===== src/rtl/exp_fxp_unpack.sv =====
// exp_fxp_unpack -- streaming fixed-point expander and lane unpacker.
//
// Takes a packed word of LANES narrow fixed-point values and emits them one
// per cycle, lane 0 first. Each value is widened exactly to the output format:
// the integer part is sign- or zero-extended and the fraction is zero-padded.
// Nothing is rounded or saturated.
//
// Optional feature macro: EXP_FXP_LAST_EN adds the out_last port, which flags
// the final lane of each word.
//
// Ports:
//   clk, reset           clock; synchronous active-high reset
//   in_valid/in_ready    packed input word handshake
//   in_data              LANES*I_PREC bits, lane k at [k*I_PREC +: I_PREC]
//   out_valid/out_ready  expanded output handshake
//   out_data             O_PREC-bit expanded value
//   out_lane             index of the lane being emitted
//   out_last             (EXP_FXP_LAST_EN only) final lane of the word

package exp_fxp_pkg;
  typedef struct packed {
    logic       sign;
    logic [7:0] prec;
    logic [7:0] frac;
  } dconf_t;

  // Narrow stored format: signed Q4.4. Wide arithmetic format: signed Q8.8.
  localparam dconf_t DEF_DCONFS_FXP = '{sign: 1'b1, prec: 8'd8,  frac: 8'd4};
  localparam dconf_t DEF_DCONF_FXP  = '{sign: 1'b1, prec: 8'd16, frac: 8'd8};
endpackage

module exp_fxp_unpack
  import exp_fxp_pkg::*;
#(
  parameter dconf_t I_CONF = DEF_DCONFS_FXP,
  parameter dconf_t O_CONF = DEF_DCONF_FXP,
  parameter int     LANES  = 4,
  parameter int     I_PREC = int'(I_CONF.prec),
  parameter int     O_PREC = int'(O_CONF.prec)
) (
  input  logic                     clk,
  input  logic                     reset,
  input  logic                     in_valid,
  output logic                     in_ready,
  input  logic [LANES*I_PREC-1:0]  in_data,
  output logic                     out_valid,
  input  logic                     out_ready,
  output logic [O_PREC-1:0]        out_data,
  output logic [$clog2(LANES)-1:0] out_lane
`ifdef EXP_FXP_LAST_EN
  ,
  output logic                     out_last
`endif
);

  localparam int LW     = $clog2(LANES);
  localparam int I_FRAC = int'(I_CONF.frac);
  localparam int O_FRAC = int'(O_CONF.frac);
  localparam int I_INT  = I_PREC - I_FRAC;
  localparam int O_INT  = O_PREC - O_FRAC;
  localparam int FPAD   = O_FRAC - I_FRAC;
  localparam logic [LW-1:0] LAST = LW'(LANES - 1);

  // Reject configurations that cannot be widened exactly.
  if (LANES < 2) begin : g_bad_lanes
    $error("exp_fxp_unpack: LANES must be >= 2");
  end
  if (O_FRAC < I_FRAC) begin : g_bad_frac
    $error("exp_fxp_unpack: output fraction narrower than input fraction");
  end
  if (O_INT < I_INT) begin : g_bad_int
    $error("exp_fxp_unpack: output integer part narrower than input");
  end
  if (O_CONF.sign != I_CONF.sign) begin : g_bad_sign
    $error("exp_fxp_unpack: input and output signedness differ");
  end

  typedef enum logic {IDLE, EMIT} state_t;

  state_t                         state_q, state_d;
  logic [LW-1:0]                  lane_q,  lane_d;
  logic [LANES-1:0][I_PREC-1:0]   word_q,  word_d;
  logic                           rdy, vld;

  always_ff @(posedge clk) begin
    if (reset) begin
      state_q <= IDLE;
      lane_q  <= '0;
      word_q  <= '0;
    end else begin
      state_q <= state_d;
      lane_q  <= lane_d;
      word_q  <= word_d;
    end
  end

  // Next state. The final-lane handshake doubles as the input acceptance
  // slot, so a waiting word is captured with no bubble between words.
  always_comb begin
    state_d = state_q;
    lane_d  = lane_q;
    word_d  = word_q;
    rdy     = 1'b0;
    vld     = 1'b0;
    case (state_q)
      IDLE: begin
        rdy = 1'b1;
        if (in_valid) begin
          word_d  = in_data;
          lane_d  = '0;
          state_d = EMIT;
        end
      end
      EMIT: begin
        vld = 1'b1;
        if (out_ready) begin
          if (lane_q != LAST) begin
            lane_d = lane_q + LW'(1);
          end else begin
            rdy    = 1'b1;
            lane_d = '0;
            if (in_valid) begin
              word_d = in_data;
            end else begin
              state_d = IDLE;
            end
          end
        end
      end
      default: state_d = IDLE;
    endcase
  end

  // Exact widening of the current lane: place v at the bottom, fill the
  // extra integer bits with sign (or zero), then shift up to pad the fraction.
  logic [I_PREC-1:0] v;
  logic [O_PREC-1:0] ext;

  always_comb begin
    v   = word_q[lane_q];
    ext = '0;
    if (I_CONF.sign) ext = {O_PREC{v[I_PREC-1]}};
    ext[I_PREC-1:0] = v;
  end

  // Outputs are forced quiet while reset is asserted so nothing leaks out
  // during the reset cycle itself.
  assign in_ready  = rdy & ~reset;
  assign out_valid = vld & ~reset;
  assign out_data  = reset ? '0 : (ext << FPAD);
  assign out_lane  = reset ? '0 : lane_q;

`ifdef EXP_FXP_LAST_EN
  assign out_last  = out_valid & (lane_q == LAST);
`endif

endmodule


===== config.mk =====
export PLATFORM = sky130hd
export DESIGN_NAME = exp_fxp_unpack
export DESIGN_NICKNAME = d
export VERILOG_FILES = /design/src/rtl/exp_fxp_unpack.sv
export SDC_FILE = /design/constraint.sdc
export NUM_CORES = 1
export LEC_CHECK = 0
export ABC_AREA = 1
export CORE_MARGIN = 8
export CORE_UTILIZATION = 40
export DETAILED_ROUTE_END_ITERATION = 7
export GPL_TIMING_DRIVEN = 0
export PLACE_DENSITY = 0.66
export SYNTH_ARGS = -nofsm -noshare
export SYNTH_HDL_FRONTEND = slang
export SYNTH_SLANG_ARGS = --single-unit

===== constraint.sdc =====
create_clock -name clk -period 2.8 [get_ports clk]
set_clock_uncertainty 0.1 [all_clocks]
set_input_delay 0.56 -clock clk [delete_from_list [all_inputs] [get_ports clk]]
set_output_delay 0.56 -clock clk [all_outputs]
set_load 0.05 [all_outputs]

==> run metrics <==
outcome=complete, no violations; Routed WL=a little over 5000 µm; Final period util=0.949; Area after DPL=2700 µm²; Critical Path End Type=primary output; Placer Congestion=0.763; nature of the critical path startpoint=flip-flop; clk slew on worst S/H paths=0.07 ns; ant diodes=0; worst-margin pin slew=approximately 0.5 ns; Mapped Area=about 2100 µm²; Clock Tree Buf Depth=2; Initial Utilization=0.414; Setup Viol. Count Final=0; Yosys reg bits=35; share of cells above drive strength 1=0.134; Area growth, synth to finish=32.7%; max-cap viol count=0; Mapped Cells=336; aggregate global routing overflow=0; worst skew pair latency=0.29 ns; Routed wire per std cell=11.1 µm; Total Die Area=roughly 7800 µm²; crit path DAT=2.00 ns; I/O pin count=56; post-route cell area=between 2000 and 3000 µm²; Slew headroom=0.668; die extent in y=88.5 µm; Hold Buf Count CTS=0; WS Path Type=reg -> out; most frequent cells in the layout=nand2_1, inv_1, a21oi_1; most used cell along the critical path=buf_4; CTS Root Cell=clkbuf_8; Fmax=roughly 0.38 GHz; Routed Antenna Nets=0; via/cell ratio=4.37; first-pass GRT wire length=8900 µm; Final min period=about 2.7 ns; synth warn=0; Inserted Clock Buffers=5; placed instance count=459; Worst Path Max Fanout=10; Slew Viols, Final=0; slowest CP cell=clkdlybuf4s15_2; core box area=5070 µm²; number of global-route vias before repair=1922; DP HPWL=3990 µm; antenna violations before repair=0; GRT Total Usage=0.143; final hold violation count=0; CTS tree=built; Initial DRT Pass Iterations=4; syn_area_per_cell=6.26 µm²; Leak=1.44 nW; DRC viols=0; I/O Buffers=50; via count=between 2000 and 2500; CTS Sinks=35; Starting DRT DRC Count=89; Fillers=548; H-Tree Depth=2; Min-Delay Path Class=reg -> reg; Layout Cells excl Fill=between 400 and 500; Max VDD drop=232 µV; register area share after synthesis=0.333; Rows=26; Worst Path Required=around 2.1 ns; hold slack=0.383 ns; cell area power density=472 nW/µm²; unrepaired setup endpoints after global routing=false; Tot Pwr=0.00132 W; Die Wd=slightly below 90 µm; Layout Nets=433; setup_tns=0 ns; largest stage delay on the critical path=approximately 0.36 ns; pin count of the biggest net entering global routing=11; Cell Chain, Critical Path=buf_4, inv_2, buf_2, nand2_1, nand3_1, a21oi_2, buf_4, clkdlybuf4s15_2; post-synth cell types=16; commonest non-fill, non-tap cell in the layout=nand2_1
-- cell families after synthesis --
family,Yosys count,share of synthesized area
flops,35,0.333
fa+ha+maj,1,0.00595
other cells,1,0.00178
compound gates,45,0.107
simple gates,153,0.327
buf+inv,101,0.225
-- per-layer routing --
metal / GRT usage / part of all wire / vias to the layer above
met5: 0 / 0 / -
met4: 0.0415 / 0.0081 / 0
met3: 0.0390 / 0.050 / 4
li1: - / - / 1124
met1: 0.176 / 0.48 / 870
met2: 0.238 / 0.46 / 43
-- synthesized netlist by cell type --
master,n,share of area
inv_1,69,0.12
nand3_2,10,0.048
buf_2,12,0.029
o21ai_0,3,0.0071
ha_1,1,0.0060
clkinv_1,1,0.0018
clkbuf_1,3,0.0054
dfxtp_1,35,0.33
buf_4,9,0.032
conb_1,1,0.0018
nand2_1,69,0.12
nand3_1,40,0.095
inv_2,1,0.0018
a21oi_1,42,0.10
nor2_1,34,0.061
buf_6,6,0.032
-- where the power goes --
group          total [W]  internal, W  switching [W]
Sequential      0.000556     0.000536      0.0000201
Clock           0.000407     0.000225       0.000183
Combinational   0.000355     0.000147       0.000208
-- critical path, delay by kind of cell, from the launching register on --
kind                   cells  cell delay [ns]
DFF                        1             0.34
and+or+nand+nor            2             0.14
buffers and inverters      5             0.97
AOI/OAI and AO/OA          1             0.25
-- final timing paths --
path,from,end,slack [ns],cells after the start
setup / recovery,lane_q[0],out_data[12],0.14,8
hold / removal,word_q[24],word_q[24],0.38,2
setup reg to reg,lane_q[0],word_q[14],1.40,8
hold reg to reg,word_q[24],word_q[24],0.38,2
-- registers in the layout (all words and copies together), names as in the netlist --
name and count:
state_q 1, lane_q 2, word_q 32
-- final cells by class --
class	count	area, µm²	area share
multi-input combinational	203	943	0.338
inverter	71	267	0.0955
timing repair buffer	50	484	0.174
sequential	35	701	0.251
clock buffer	8	100	0.0359
buffer	30	208	0.0744
tap	70	87.6	0.0314
-- through the flow --
step                setup slack, ns  utilization
floorplan                    0.0749            -
global placement             -0.445        0.532
detailed placement           -0.491        0.532
CTS                          0.0185        0.550
global route                 0.0159        0.550
finish                        0.142        0.550
-- what timing repair did --
| item | in CTS | in global routing |
|---|---|---|
| setup buffers | 0 | 0 |
| gates resized for setup | 24 | 5 |
| setup endpoints to repair | 15 | 4 |
(Power assumes the default switching activity.)
